[src/rtl/lcd_hex_driver.sv]
// HD44780 16x2 back end: one-time power-up init, then continuous refresh of
// two 32-bit words rendered as 8 uppercase hex characters per line.
module lcd_hex_driver #(
  parameter int PWR_UP_CYC = 750000,
  parameter int EN_HI_CYC  = 16,
  parameter int CMD_CYC    = 2000,
  parameter int CLR_CYC    = 82000
) (
  input  logic        clock,
  input  logic        reset,
  input  logic        enable,
  input  logic [31:0] line1_data,
  input  logic [31:0] line2_data,
  output logic [7:0]  lcd_data,
  output logic        lcd_rs,
  output logic        lcd_rw,
  output logic        lcd_en,
  output logic        init_done,
  output logic        frame_done
);

  localparam int MAX_A   = (PWR_UP_CYC > CLR_CYC) ? PWR_UP_CYC : CLR_CYC;
  localparam int MAX_B   = (EN_HI_CYC > CMD_CYC) ? EN_HI_CYC : CMD_CYC;
  localparam int MAX_CYC = (MAX_A > MAX_B) ? MAX_A : MAX_B;
  localparam int CW      = $clog2(MAX_CYC + 1);

  localparam logic [CW-1:0] PWR_LAST = CW'(PWR_UP_CYC - 1);
  localparam logic [CW-1:0] EN_LAST  = CW'(EN_HI_CYC - 1);
  localparam logic [CW-1:0] CMD_LAST = CW'(CMD_CYC - 1);
  localparam logic [CW-1:0] CLR_LAST = CW'(CLR_CYC - 1);

  typedef enum logic [2:0] {PWR_WAIT, INIT, IDLE, LATCH, SEND, DONE} state_t;
  typedef enum logic [1:0] {PH_SETUP, PH_PULSE, PH_HOLD} phase_t;

  state_t        r_state;
  phase_t        r_phase;
  logic [CW-1:0] r_cnt;
  logic [4:0]    r_idx;
  logic [31:0]   r_line1;
  logic [31:0]   r_line2;
  logic [7:0]    r_data;
  logic          r_rs;
  logic          r_en;
  logic          r_initDone;
  logic          r_frameDone;

  function automatic logic [7:0] hexChar(input logic [3:0] n);
    return (n < 4'd10) ? (8'h30 + {4'h0, n}) : (8'h37 + {4'h0, n});
  endfunction

  function automatic logic [7:0] initCmd(input logic [1:0] i);
    case (i)
      2'd0:    return 8'h38;
      2'd1:    return 8'h0C;
      2'd2:    return 8'h01;
      default: return 8'h06;
    endcase
  endfunction

  // {rs, data} of frame byte i; nibbles come from the frame snapshot, MSB first
  function automatic logic [8:0] frameByte(input logic [4:0] i,
                                           input logic [31:0] l1,
                                           input logic [31:0] l2);
    logic [2:0] p;
    p = 3'd0;
    if (i == 5'd0) begin
      return {1'b0, 8'h80};
    end else if (i <= 5'd8) begin
      p = 3'(5'd8 - i);
      return {1'b1, hexChar(l1[{p, 2'b00} +: 4])};
    end else if (i == 5'd9) begin
      return {1'b0, 8'hC0};
    end else begin
      p = 3'(5'd17 - i);
      return {1'b1, hexChar(l2[{p, 2'b00} +: 4])};
    end
  endfunction

  logic [4:0]    w_nextIdx;
  logic [7:0]    w_nextInitCmd;
  logic [8:0]    w_nextFrameByte;
  logic [CW-1:0] w_holdLast;
  logic          w_lastByte;

  assign w_nextIdx       = r_idx + 5'd1;
  assign w_nextInitCmd   = initCmd(w_nextIdx[1:0]);
  assign w_nextFrameByte = frameByte(w_nextIdx, r_line1, r_line2);
  assign w_holdLast      = (!r_rs && r_data == 8'h01) ? CLR_LAST : CMD_LAST;
  assign w_lastByte      = (r_state == INIT) ? (r_idx == 5'd3) : (r_idx == 5'd17);

  // The next byte is loaded on the edge that enters SETUP so data/rs are
  // already valid during the SETUP cycle and stay put until HOLD ends.
  always_ff @(posedge clock) begin
    if (reset) begin
      r_state     <= PWR_WAIT;
      r_phase     <= PH_SETUP;
      r_cnt       <= '0;
      r_idx       <= '0;
      r_line1     <= '0;
      r_line2     <= '0;
      r_data      <= 8'h00;
      r_rs        <= 1'b0;
      r_en        <= 1'b0;
      r_initDone  <= 1'b0;
      r_frameDone <= 1'b0;
    end else begin
      r_frameDone <= 1'b0;
      case (r_state)
        PWR_WAIT: begin
          if (r_cnt == PWR_LAST) begin
            r_cnt   <= '0;
            r_idx   <= '0;
            r_phase <= PH_SETUP;
            r_data  <= 8'h38;
            r_rs    <= 1'b0;
            r_state <= INIT;
          end else begin
            r_cnt <= r_cnt + 1'b1;
          end
        end
        IDLE: begin
          if (enable) r_state <= LATCH;
        end
        LATCH: begin
          r_line1 <= line1_data;
          r_line2 <= line2_data;
          r_idx   <= '0;
          r_cnt   <= '0;
          r_phase <= PH_SETUP;
          r_data  <= 8'h80;
          r_rs    <= 1'b0;
          r_state <= SEND;
        end
        INIT, SEND: begin
          case (r_phase)
            PH_SETUP: begin
              r_en    <= 1'b1;
              r_cnt   <= '0;
              r_phase <= PH_PULSE;
            end
            PH_PULSE: begin
              if (r_cnt == EN_LAST) begin
                r_en    <= 1'b0;
                r_cnt   <= '0;
                r_phase <= PH_HOLD;
              end else begin
                r_cnt <= r_cnt + 1'b1;
              end
            end
            PH_HOLD: begin
              if (r_cnt == w_holdLast) begin
                r_cnt   <= '0;
                r_phase <= PH_SETUP;
                if (w_lastByte) begin
                  if (r_state == INIT) begin
                    r_initDone <= 1'b1;
                    r_state    <= IDLE;
                  end else begin
                    r_frameDone <= 1'b1;
                    r_state     <= DONE;
                  end
                end else begin
                  r_idx <= w_nextIdx;
                  if (r_state == INIT) begin
                    r_data <= w_nextInitCmd;
                    r_rs   <= 1'b0;
                  end else begin
                    r_data <= w_nextFrameByte[7:0];
                    r_rs   <= w_nextFrameByte[8];
                  end
                end
              end else begin
                r_cnt <= r_cnt + 1'b1;
              end
            end
            default: r_phase <= PH_SETUP;
          endcase
        end
        DONE: begin
          r_state <= enable ? LATCH : IDLE;
        end
        default: r_state <= PWR_WAIT;
      endcase
    end
  end

  assign lcd_data   = r_data;
  assign lcd_rs     = r_rs;
  assign lcd_rw     = 1'b0;
  assign lcd_en     = r_en;
  assign init_done  = r_initDone;
  assign frame_done = r_frameDone;

endmodule

[config.mk]
export PLATFORM = sky130hd
export DESIGN_NAME = lcd_hex_driver
export DESIGN_NICKNAME = d
export VERILOG_FILES = /design/src/rtl/lcd_hex_driver.sv
export SDC_FILE = /design/constraint.sdc
export NUM_CORES = 1
export LEC_CHECK = 0
export CAP_MARGIN = 20
export CORE_MARGIN = 8
export CORE_UTILIZATION = 34
export CTS_CLUSTER_SIZE = 16
export DETAILED_ROUTE_END_ITERATION = 8
export DONT_BUFFER_PORTS = 1
export HOLD_SLACK_MARGIN = 0.03
export PLACE_DENSITY_LB_ADDON = 0.15
export SETUP_SLACK_MARGIN = 0.1
export SYNTH_ARGS = -nofsm -noshare
export SYNTH_HDL_FRONTEND = slang
export SYNTH_SLANG_ARGS = --single-unit
[constraint.sdc]
create_clock -name clock -period 11.3 [get_ports clock]
set_clock_uncertainty 0.2 [all_clocks]
set_input_delay 1.13 -clock clock [delete_from_list [all_inputs] [get_ports clock]]
set_output_delay 1.13 -clock clock [all_outputs]
set_load 0.01 [all_outputs]
# Word level (Yosys, flattened, before mapping)
# Index checks and enable logic that the tools add are counted.
[word_totals]
register_bits = 106
input_bits = 67
elab_cells = 116
output_inout_bits = 13
[op_classes]
n_eq_ne = 26
n_shift = 2
magnitude_cmp = 3
reduce_logical = 16
mux = 46
bitwise_logic = 4
add_sub_neg = 8
[op_table]
columns = ["op", "n"]
rows = [
  ["20-bit case mux with 3 select lines", 2],
  ["32-bit by 6-bit indexed part select with 4-bit output", 2],
  ["20-bit 2-to-1 mux", 3],
  ["8-bit 2-to-1 mux", 5],
  ["6-bit by 4-bit adder with 7-bit output, first input constant", 4],
  ["9-bit 2-to-1 mux", 3],
  ["8-bit case mux with 3 select lines", 1],
  ["20-bit by 1-bit adder with 20-bit output, second input constant", 1],
  ["20-bit by 17-bit equality test with 1-bit output", 1],
  ["20-bit equality test, second input constant", 1],
  ["20-bit by 4-bit equality test with 1-bit output, second input constant", 1],
  ["5-bit 2-to-1 mux", 4],
  ["3-bit 2-to-1 mux", 6],
  ["6-bit case mux with 3 select lines", 1],
  ["17-bit 2-to-1 mux", 1],
  ["3-bit case mux with 5 select lines", 1],
  ["5-bit case mux with 3 select lines", 1],
  ["5-bit AND reduction", 3],
  ["7-bit 2-to-1 mux", 2],
  ["2-bit != test, second input constant", 7],
  ["2-bit case mux with 3 select lines", 2],
  ["1-bit 2-to-1 mux", 9],
  ["8-bit by 1-bit equality test with 1-bit output, second input constant", 1],
  ["4-bit < comparator, second input constant", 2],
  ["29 further kinds", 41],
]

# Depth between registers and ports, before layout
# Gate-level depths: netlist of run 1.
[depth]
word_depth = 13
mapped_depth = 15
mapped_depth_nobuf = 11

# Worst setup path before layout of run 1
# No wires, ideal clock.
[synth_timing]
kind = "register to register"
startpoint = "register r_idx[0]"
endpoint = "register r_data[1], in the netlist lcd_data[1]"
setup_time_ps = 95
required_ps = 11005
t_arrival_ps = 3498
stages_incl_launch_ff = 15
period_less_slack_ps = 3794
path_buffers = 4
setup_slack_ps = 7506
cell_sequence = "dfxtp_1 -> buf_2 -> clkinv_1 -> ha_1 -> buf_6 -> buf_6 -> inv_1 -> ha_1 -> clkbuf_1 -> mux4_2 -> mux2i_4 -> ha_1 -> a2111oi_0 -> o211ai_1 -> o311ai_1"
[synth_via]
elab_chain_len = 13
word_cells_on_any_way = 33
classes_between = "add/sub (7); order compare (3); eq/ne (6); shift (2); mux (12); reduce/logical (3)"
[synth_lines]
columns = ["item", "line", "rtl"]
rows = [
  ["start: declaration", "38", "logic [4:0] r_idx;"],
  ["start signal: assignment", "163", "r_idx <= w_nextIdx;"],
  ["5-bit by 1-bit adder with 5-bit output", "85", "assign w_nextIdx = r_idx + 5'd1;"],
  ["1-bit by 3-bit subtractor with 3-bit output", "74", "p = 3'(5'd17 - i);"],
  ["32-bit by 6-bit indexed part select with 4-bit output", "75", "return {1'b1, hexChar(l2[{p, 2'b00} +: 4])};"],
  ["6-bit by 4-bit adder with 7-bit output or 4-bit < comparator (tied branches)", "48", "return (n < 4'd10) ? (8'h30 + {4'h0, n}) : (8'h37 + {4'h0, n});"],
  ["7-bit 2-to-1 mux", "48", ""],
  ["9-bit 2-to-1 mux", "71", "end else if (i == 5'd9) begin"],
  ["9-bit 2-to-1 mux", "68", "end else if (i <= 5'd8) begin"],
  ["9-bit 2-to-1 mux", "66", "if (i == 5'd0) begin"],
  ["8-bit 2-to-1 mux", "164", "if (r_state == INIT) begin"],
  ["8-bit 2-to-1 mux", "154", "if (w_lastByte) begin"],
  ["8-bit 2-to-1 mux", "151", "if (r_cnt == w_holdLast) begin"],
  ["8-bit 2-to-1 mux", "135", "case (r_phase)"],
  ["8-bit case mux with 3 select lines", "108", "case (r_state)"],
  ["end signal: assignment", "165", "r_data <= w_nextInitCmd;"],
  ["end signal: assignment", "168", "r_data <= w_nextFrameByte[7:0];"],
  ["end: declaration", "41", "logic [7:0] r_data;"],
]
# Several ways; a longest one is shown, not always the timed one. The select of a mux whose other input is x is not followed.
# A chain may end at the register's enable or synchronous reset.

# Worst setup path in the final report of run 1
# Ends and elaborated chain as after synthesis.

==> impl_metrics.env, run 1 <==
export IMPL_via_per_inst=5.54
export IMPL_finalHoldViolCount=0
export IMPL_crit_path_max_incr_delay_ns=0.50
export IMPL_synthAdderAreaFrac_pct=2.63
export IMPL_nNetsFinal=732
export IMPL_ys_seq_area_share_pct=37.1
export IMPL_grt_pass1_wl_um=25500
export IMPL_multiInputGateArea_mm2=0.00333
export IMPL_path_cells="buf_4 -> ha_1 -> xnor2_1 -> ha_1 -> mux4_2 -> mux2i_4 -> ha_1 -> a2111oi_0 -> o211ai_1 -> o311ai_1"
export IMPL_status="completed"
export IMPL_async_flop_share_pct=0
export IMPL_synth_area_leaders="dfxtp_1 37%, nand2_1 10%, a21oi_1 6.9%"
export IMPL_dr_pass1_iters=5
export IMPL_cts_htree_levels=3
export IMPL_root_buffer="clkbuf_16"
export IMPL_die_h_um=146
export IMPL_worstHoldPathType="flip-flop to flip-flop"
export IMPL_syn_area_per_cell_um2=8.37
export IMPL_initialDrtViolationCount=383
export IMPL_worst_slew_margin_rel_pct=45.3
export IMPL_tns_ns=0
export IMPL_pin_count=80
export IMPL_cts_repair_resized=0
export IMPL_p_leak_nw=1.90
export IMPL_hold_ws_ns=0.254
export IMPL_ys_top_cells_by_count="157 x nand2_1, 106 x dfxtp_1, 79 x a21oi_1"
export IMPL_rows=47
export IMPL_cts_buffers=9
export IMPL_syn2layout_area_growth_pct=8.08
export IMPL_worst_path_max_fanout=21
export IMPL_grt_usage_pct=14.7
export IMPL_drv_slew=0
export IMPL_drc_errors=0
export IMPL_ys_warn_count=0
export IMPL_postSynthRegisterBits=106
export IMPL_required_ns=11.37
export IMPL_finalWirelength_um=15900
export IMPL_die_x_um=146
export IMPL_synth_xor_area_share_pct=3.79
export IMPL_cp_slowest_cell="ha_1"
export IMPL_hold_buffers=0
export IMPL_ir_drop_mv=0.0734
export IMPL_cts_setup_buffers=0
export IMPL_ys_types=77
export IMPL_synth_edf_count=0
export IMPL_cts_tree="done"
export IMPL_syn_inst=683
export IMPL_synthDominantCellAreaShare_pct=37.1
export IMPL_grt_antenna_before_repair=0
export IMPL_p_per_area_mw_per_mm2=112
export IMPL_max_cap_viol_count=0
export IMPL_yosysTopAreaCell="dfxtp_1"
export IMPL_worstSetupPathType="flip-flop to flip-flop"
export IMPL_first_global_vias=4675
export IMPL_clock_sinks=106
export IMPL_synth_most_common_cell="nand2_1"
export IMPL_globalRouteOverflowTotal=0
export IMPL_synth_ff_type="dfxtp_1"
export IMPL_diodes=0
export IMPL_cp_end_kind="flip-flop"
export IMPL_dpl_hpwl_um=11500
export IMPL_setup_viol=0
export IMPL_place_congestion=0.833
export IMPL_start_util_pct=34.6
export IMPL_final_util_pct=37.4
export IMPL_avgRoutedWirePerCell_um=18.1
export IMPL_crit_arrival_ns=3.78
export IMPL_core_area_mm2=0.0165
export IMPL_clk_pin_slew_ns=0.08
export IMPL_fin_crit_ns=3.71
export IMPL_vias=4865
export IMPL_fmaxAchievable_mhz=270
export IMPL_netlist_area_mm2=0.00571
export IMPL_fp_dieArea_mm2=0.0212
export IMPL_synthSimpleGateAreaFrac_pct=25.0
export IMPL_synthMuxAreaShare_pct=9.70
export IMPL_grt_max_degree=107
export IMPL_nFillCells=1728
export IMPL_critical_path_startpoint_type="flip-flop"
export IMPL_max_clock_path_buffers=2
export IMPL_synth_top_family_by_area="simple AND/OR/NAND/NOR gates"
export IMPL_rsz0062_at_grt="no"
export IMPL_period_share_pct=32.8
export IMPL_io_buffers=0
export IMPL_synth_compound_area_share_pct=17.0
export IMPL_drive_gt1_share_pct=9.73
export IMPL_clk_latency_ns=0.36
export IMPL_syn_nets=762
export IMPL_final_seq_area_mm2=0.00212
export IMPL_ant_nets=0
export IMPL_cp_common_cell="ha_1"
export IMPL_tightest_slew_ns=0.809
## flip-flops by register name, indices dropped and copies added (netlist names)
signal / cells
frame_done: 1
init_done: 1
lcd_data: 8
lcd_en: 1
lcd_rs: 1
r_cnt: 20
r_idx: 5
r_line1: 32
r_line2: 32
r_phase: 2
r_state: 3
## layout by cell type (no fill, tap or decap), types with 4 or more instances in the layout
master	synthesis	layout
o2111ai_1	5	5
ha_1	12	12
nor3_1	13	13
nor2b_1	6	6
o211ai_1	4	4
a21o_1	5	5
inv_1	12	12
and2_1	5	4
nand4_1	12	12
and3_1	6	6
nand3_1	33	33
o21ai_0	6	6
a31oi_1	5	5
mux2_2	4	4
and4_1	5	5
dfxtp_1	106	106
nor2_1	22	22
nand2_1	157	156
mux4_2	16	16
xor2_1	12	12
a21oi_1	79	79
a211oi_1	19	19
clkbuf_16	0	9
xnor2_1	10	10
or3_1	4	4
mux2i_1	9	9
nor4_1	5	5
## per-stage QoR
step	worst slack [ns]	cell area (µm²)	instances	power, mW
after floorplan	7.51	5710	683	0.395
after global placement	7.15	5800	858	0.391
after detailed placement	7.01	5810	859	0.391
after CTS	6.99	6100	875	0.701
after global routing	7.34	6180	878	0.716
final	7.59	6180	878	0.691
## metal layers
metal  part of all wire (%)  GRT usage (%)
met1                     48           19.7
met2                     44           22.5
met3                    6.9           4.76
met4                    1.1           3.64
met5                      0              0
## critical path: cells and delay by family, from the launching register on
kind	cells	cell delay (ns)
adders and majority gates	3	1.26
AOI/OAI and AO/OA	3	0.69
muxes	2	0.63
DFF	1	0.35
buffers and inverters	1	0.30
xor gates and xnor gates	1	0.19
## report_power, final
| part | internal [mW] | switching, mW |
|---|---|---|
| clock network | 0.154 | 0.155 |
| logic | 0.00286 | 0.00332 |
| registers | 0.374 | 0.00131 |
| total | 0.532 | 0.160 |
## layout make-up
type                    instances  share of cell area [%]
flip-flops and latches        106                    34.4
multi-input cells             514                    53.9
clock buffers                   9                    3.65
repair buffers                  6                    1.64
well taps                     220                    4.46
clock inverters                 7                    1.03
inverters                      16                   0.972
## cells by family (layout without fill, tap and decap cells)
family                   count (synthesis)  in the layout
multiplexers                            32             32
XOR/XNOR                                23             23
flip-flops                             106            106
other                                    1              1
adder cells (fa/ha/maj)                 12             12
AND/OR/NAND/NOR                        294            294
buffers and inverters                   63             38
AO/OA/AOI/OAI                          152            152
## final timing paths
| path | from | end | slack, ns | cells after the start |
|---|---|---|---|---|
| setup reg to reg | r_idx[0] | lcd_data[1] | 7.59 | 10 |
| hold reg to reg | r_line2[3] | r_line2[3] | 0.25 | 2 |
| setup / recovery | r_idx[0] | lcd_data[1] | 7.59 | 10 |
| hold / removal | r_line2[3] | r_line2[3] | 0.25 | 2 |
No activity file was read; power rests on OpenSTA's default activity.
==> run 2, diff against run 1 <==
Clock period 11.3 ns to 3.45 ns, I/O delays scaled along.
==> impl_metrics.env, run 2 (synthesis gave the netlist of run 1 again) <==
export IMPL_finalWirelength_um=16500
export IMPL_grt_pass1_wl_um=27300
export IMPL_root_buffer="clkbuf_16"
export IMPL_cp_common_cell="ha_1"
export IMPL_die_h_um=146
export IMPL_min_path_cells=3
export IMPL_holdPathEnd="r_cnt[0]"
export IMPL_io_buffers=0
export IMPL_core_area_mm2=0.0165
export IMPL_cts_tree="done"
export IMPL_dr_pass1_iters=5
export IMPL_tightest_slew_ns=0.962
export IMPL_pin_count=80
export IMPL_hold_start="reset"
export IMPL_period_share_pct=88.6
export IMPL_reg2reg_to="lcd_data[1]"
export IMPL_final_util_pct=41.7
export IMPL_syn2layout_area_growth_pct=20.5
export IMPL_grt_antenna_before_repair=0
export IMPL_p_leak_nw=2.21
export IMPL_avgRoutedWirePerCell_um=17.3
export IMPL_ir_drop_mv=0.234
export IMPL_nNetsFinal=806
export IMPL_reg2reg_depth=9
export IMPL_finalHoldViolCount=0
export IMPL_grt_max_degree=102
export IMPL_fmaxAchievable_mhz=327
export IMPL_path_cells="clkinv_4 -> ha_1 -> buf_6 -> mux4_2 -> mux2i_2 -> ha_1 -> a221oi_1 -> o211ai_1 -> o311ai_1"
export IMPL_first_global_vias=5228
export IMPL_worstHoldPathType="input pin to flip-flop"
export IMPL_diodes=0
export IMPL_drv_slew=0
export IMPL_initialDrtViolationCount=407
export IMPL_fin_crit_ns=3.06
export IMPL_cp_slowest_cell="mux4_2"
export IMPL_clock_sinks=106
export IMPL_reg_top3="r_line1 (32), r_line2 (32), r_cnt (20)"
export IMPL_cts_buffers=9
export IMPL_tns_ns=0
export IMPL_start_util_pct=34.6
export IMPL_r2r_slack_ns=0.39
export IMPL_mostFrequentLayoutCells="156 x nand2_1, 105 x dfxtp_1, 79 x a21oi_1"
export IMPL_max_clock_path_buffers=2
export IMPL_r2r_start="r_idx[0]"
export IMPL_via_per_inst=5.48
export IMPL_rsz0062_at_grt="no"
export IMPL_critical_path_startpoint_type="flip-flop"
export IMPL_worst_path_max_fanout=15
export IMPL_status="completed"
export IMPL_worst_slew_margin_rel_pct=34.9
export IMPL_rows=47
export IMPL_place_congestion=0.887
export IMPL_ant_nets=0
export IMPL_preCtsSetupSlack_ns=0.213
export IMPL_required_ns=3.52
export IMPL_crit_arrival_ns=3.13
export IMPL_cts_htree_levels=3
export IMPL_p_per_area_mw_per_mm2=344
export IMPL_drive_gt1_share_pct=10.4
export IMPL_cp_end_kind="flip-flop"
export IMPL_clk_latency_ns=0.36
export IMPL_dpl_hpwl_um=11800
export IMPL_drc_errors=0
export IMPL_setup_ws_ns=0.393
export IMPL_numPlacedInstances=869
export IMPL_final_common_cell="nand2_1"
export IMPL_clk_pin_slew_ns=0.08
export IMPL_grt_usage_pct=15.8
export IMPL_max_cap_viol_count=0
export IMPL_crit_path_max_incr_delay_ns=0.54
export IMPL_finalNonFillerCells=952
export IMPL_vias=5214
export IMPL_setup_viol=0
export IMPL_fp_dieArea_mm2=0.0212
export IMPL_die_x_um=146
export IMPL_finalPower_mw=2.37
export IMPL_cts_setup_buffers=0
export IMPL_worstSetupPathType="flip-flop to flip-flop"
export IMPL_globalRouteOverflowTotal=0
[run 2: worst max-delay path by stage]
stage,start,endpoint,slack [ns],depth (start not counted)
4_1_cts,r_idx[0],lcd_data[1],0.17,10
6_report,r_idx[0],lcd_data[1],0.39,9
3_5_place_dp,r_idx[0],lcd_data[1],0.21,10
3_3_place_gp,r_idx[0],lcd_data[1],0.30,10
5_1_grt,r_idx[0],lcd_data[1],0.16,10
2_1_floorplan,r_idx[0],lcd_data[1],0.11,14
[run 2: critical path, delay by kind of cell, from the launching register on]
kind	cells	cell delay (ns)
muxes	2	0.83
adders and majority gates	2	0.63
AOI/OAI and AO/OA	3	0.58
buffers and inverters	2	0.33
DFF	1	0.37
[run 2: report_power, final]
group | total [mW] | internal [mW] | leakage [nW] | switching [mW]
clock | 1.04 | 0.511 | 0.142 | 0.525
combinational | 0.104 | 0.0624 | 1.21 | 0.0417
sequential | 1.23 | 1.23 | 0.855 | 0.00430
total | 2.37 | 1.80 | 2.21 | 0.571
[run 2: stage by stage]
stage / hold slack, ns / area, µm²
final: 0.0374 / 6890
after global routing: 0.0735 / 6890
after CTS: 0.0368 / 6870
after detailed placement: 0.230 / 5890
after global placement: 0.228 / 5890
after floorplan: 0.233 / 5730
[run 2: metal layers]
layer	share of wire [%]	wire (µm)	GRT usage [%]
met5	0	0	0
met4	2.0	331	5.99
met3	5.8	961	3.33
met2	44	7260	24.3
met1	48	7960	21.3
[run 2: what timing repair did]
action,in CTS,in global routing
hold buffers,67,0
endpoints found under the setup margin,0,4
hold endpoints to repair,101,0
resized for setup,0,4
[run 2: layout make-up]
| cell class | count | area, µm² |
|---|---|---|
| Fill cell | 1662 | 9640 |
| Multi-Input combinational cell | 514 | 3340 |
| Sequential cell | 106 | 2120 |
| Timing Repair Buffer | 80 | 790 |
| Tap cell | 220 | 275 |
| Clock buffer | 9 | 225 |
| Clock inverter | 7 | 70.1 |
| Inverter | 16 | 65.1 |
==> run 3, diff against run 2 <==
Settings changed: CORE_ASPECT_RATIO set to 0.6.
==> impl_metrics.env, run 3 (synthesis gave the netlist of run 1 again) <==
export IMPL_top_usage_layer="met1"
export IMPL_swShare_pct=23.7
export IMPL_syn2layout_area_growth_pct=20.7
export IMPL_drive_gt1_share_pct=10.4
export IMPL_reg2reg_depth=10
export IMPL_place_congestion=0.885
export IMPL_cp_slowest_cell="ha_2"
export IMPL_path_cells="clkinv_4 -> ha_1 -> inv_1 -> ha_2 -> mux4_2 -> mux2i_4 -> ha_1 -> a2111oi_2 -> o211ai_1 -> o311ai_1"
export IMPL_path_depth=10
export IMPL_cp_end_kind="flip-flop"
export IMPL_via_per_inst=5.34
export IMPL_fin_crit_ns=3.11
export IMPL_clk_pin_slew_ns=0.08
export IMPL_finalWirelength_um=16500
export IMPL_dr_pass1_iters=5
export IMPL_drv_slew=0
export IMPL_drc_errors=0
export IMPL_worst_slew_margin_rel_pct=53.1
export IMPL_p_per_area_mw_per_mm2=342
export IMPL_tightest_slew_ns=0.703
export IMPL_finalHoldViolCount=0
export IMPL_setup_viol=0
export IMPL_met3_usage_pct=3.60
export IMPL_mostFrequentLayoutCells="156 x nand2_1, 106 x dfxtp_1, 79 x a21oi_1"
export IMPL_worstHoldPathType="input pin to flip-flop"
export IMPL_crit_arrival_ns=3.16
export IMPL_period_share_pct=90.0
export IMPL_ir_drop_mv=0.227
export IMPL_start_util_pct=34.9
export IMPL_pwr_share_seq_pct=52.2
export IMPL_grt_util_met2_pct=21.6
export IMPL_die_x_um=183
export IMPL_cts_buffers=9
export IMPL_vias=5123
export IMPL_p_leak_nw=2.20
export IMPL_first_global_vias=4950
export IMPL_final_common_cell="nand2_1"
export IMPL_clock_sinks=106
export IMPL_avgRoutedWirePerCell_um=17.2
export IMPL_fmaxAchievable_mhz=322
export IMPL_reg_top3="r_line1 (32), r_line2 (32), r_cnt (20)"
export IMPL_min_path_cells=3
export IMPL_max_clock_path_buffers=2
export IMPL_switching_power_uw=558
export IMPL_pin_count=80
export IMPL_design_area_mm2=0.00690
export IMPL_cts_tree="done"
export IMPL_worstSetupPathType="flip-flop to flip-flop"
export IMPL_ant_nets=0
export IMPL_grt_antenna_before_repair=0
export IMPL_place_area_mm2=0.00592
export IMPL_met1_usage_pct=24.1
export IMPL_p_int_mw=1.80
export IMPL_critical_path_startpoint_type="flip-flop"
export IMPL_grt_pass1_wl_um=26900
export IMPL_grt_max_degree=102
export IMPL_core_area_mm2=0.0164
export IMPL_fp_dieArea_mm2=0.0213
export IMPL_cts_htree_levels=3
export IMPL_nNetsFinal=805
export IMPL_diodes=0
export IMPL_initialDrtViolationCount=423
export IMPL_status="completed"
export IMPL_cp_common_cell="ha_1"
export IMPL_dpl_hpwl_um=11800
export IMPL_clk_latency_ns=0.35
export IMPL_worst_path_buf_inv=2
export IMPL_die_h_um=116
export IMPL_max_cap_viol_count=0
export IMPL_combPwrFrac_pct=4.3
export IMPL_rows=36
export IMPL_nFillCells=1609
export IMPL_cp_top_family="adder cells"
export IMPL_rsz0062_at_grt="no"
export IMPL_clockPowerShare_pct=43.4
export IMPL_required_ns=3.50
export IMPL_globalRouteOverflowTotal=0
export IMPL_crit_path_max_incr_delay_ns=0.42
export IMPL_grt_usage_pct=15.7
export IMPL_io_buffers=0
export IMPL_root_buffer="clkbuf_16"
export IMPL_tns_ns=0
export IMPL_worst_path_max_fanout=7
run 3: path summary, 6_finish.rpt:
check / startpoint / slack (ns) / end
setup / recovery: r_idx[0] / 0.34 / lcd_data[1]
setup reg to reg: r_idx[0] / 0.34 / lcd_data[1]
hold reg to reg: r_line2[12] / 0.26 / r_line2[12]
hold / removal: enable / 0.04 / r_state[0]
run 3: stage by stage:
stage / hold WS (ns) / std cells / total power, mW / setup slack (ns) / utilization [%]
6_report: 0.0442 / 959 / 2.36 / 0.344 / 42.2
2_1_floorplan: 0.233 / 683 / 1.29 / 0.110 / -
3_5_place_dp: 0.229 / 878 / 1.28 / 0.241 / 36.2
5_1_grt: 0.0452 / 959 / 2.46 / 0.152 / 42.2
3_3_place_gp: 0.228 / 878 / 1.28 / 0.343 / 36.2
4_1_cts: 0.0334 / 959 / 2.39 / 0.182 / 42.1
run 3: cell type report:
type	count	area, µm²	area share (%)
Sequential cell	106	2120	30.8
Clock inverter	7	70.1	1.02
Multi-Input combinational cell	514	3350	48.5
Inverter	16	65.1	0.943
Timing Repair Buffer	79	786	11.4
Tap cell	228	285	4.13
Clock buffer	9	225	3.26
run 3: timing repair:
action,CTS,global route
setup endpoints to repair,0,2
hold buffers,65,0
resized for setup,0,3
setup buffers,0,0
endpoints found under the hold margin,101,0
run 3: tightest hold or removal path, cell delays in order:
cell     delay (ns)
nand2_1        0.04
a21oi_1        0.06
o221a_1        0.11
run 3: power groups by stage:
stage                     Clock (mW)  Combinational, mW  Sequential, mW
after floorplan                    0             0.0338            1.26
after global placement             0             0.0198            1.26
after detailed placement           0             0.0204            1.26
after CTS                       1.06              0.101            1.23
after global routing            1.11              0.111            1.23
final                           1.02              0.102            1.23
run 3: routing by layer:
metal	wire (µm)	vias up
li1	-	2540
met1	8880	2418
met2	6510	155
met3	961	10
met4	107	0
met5	0	-
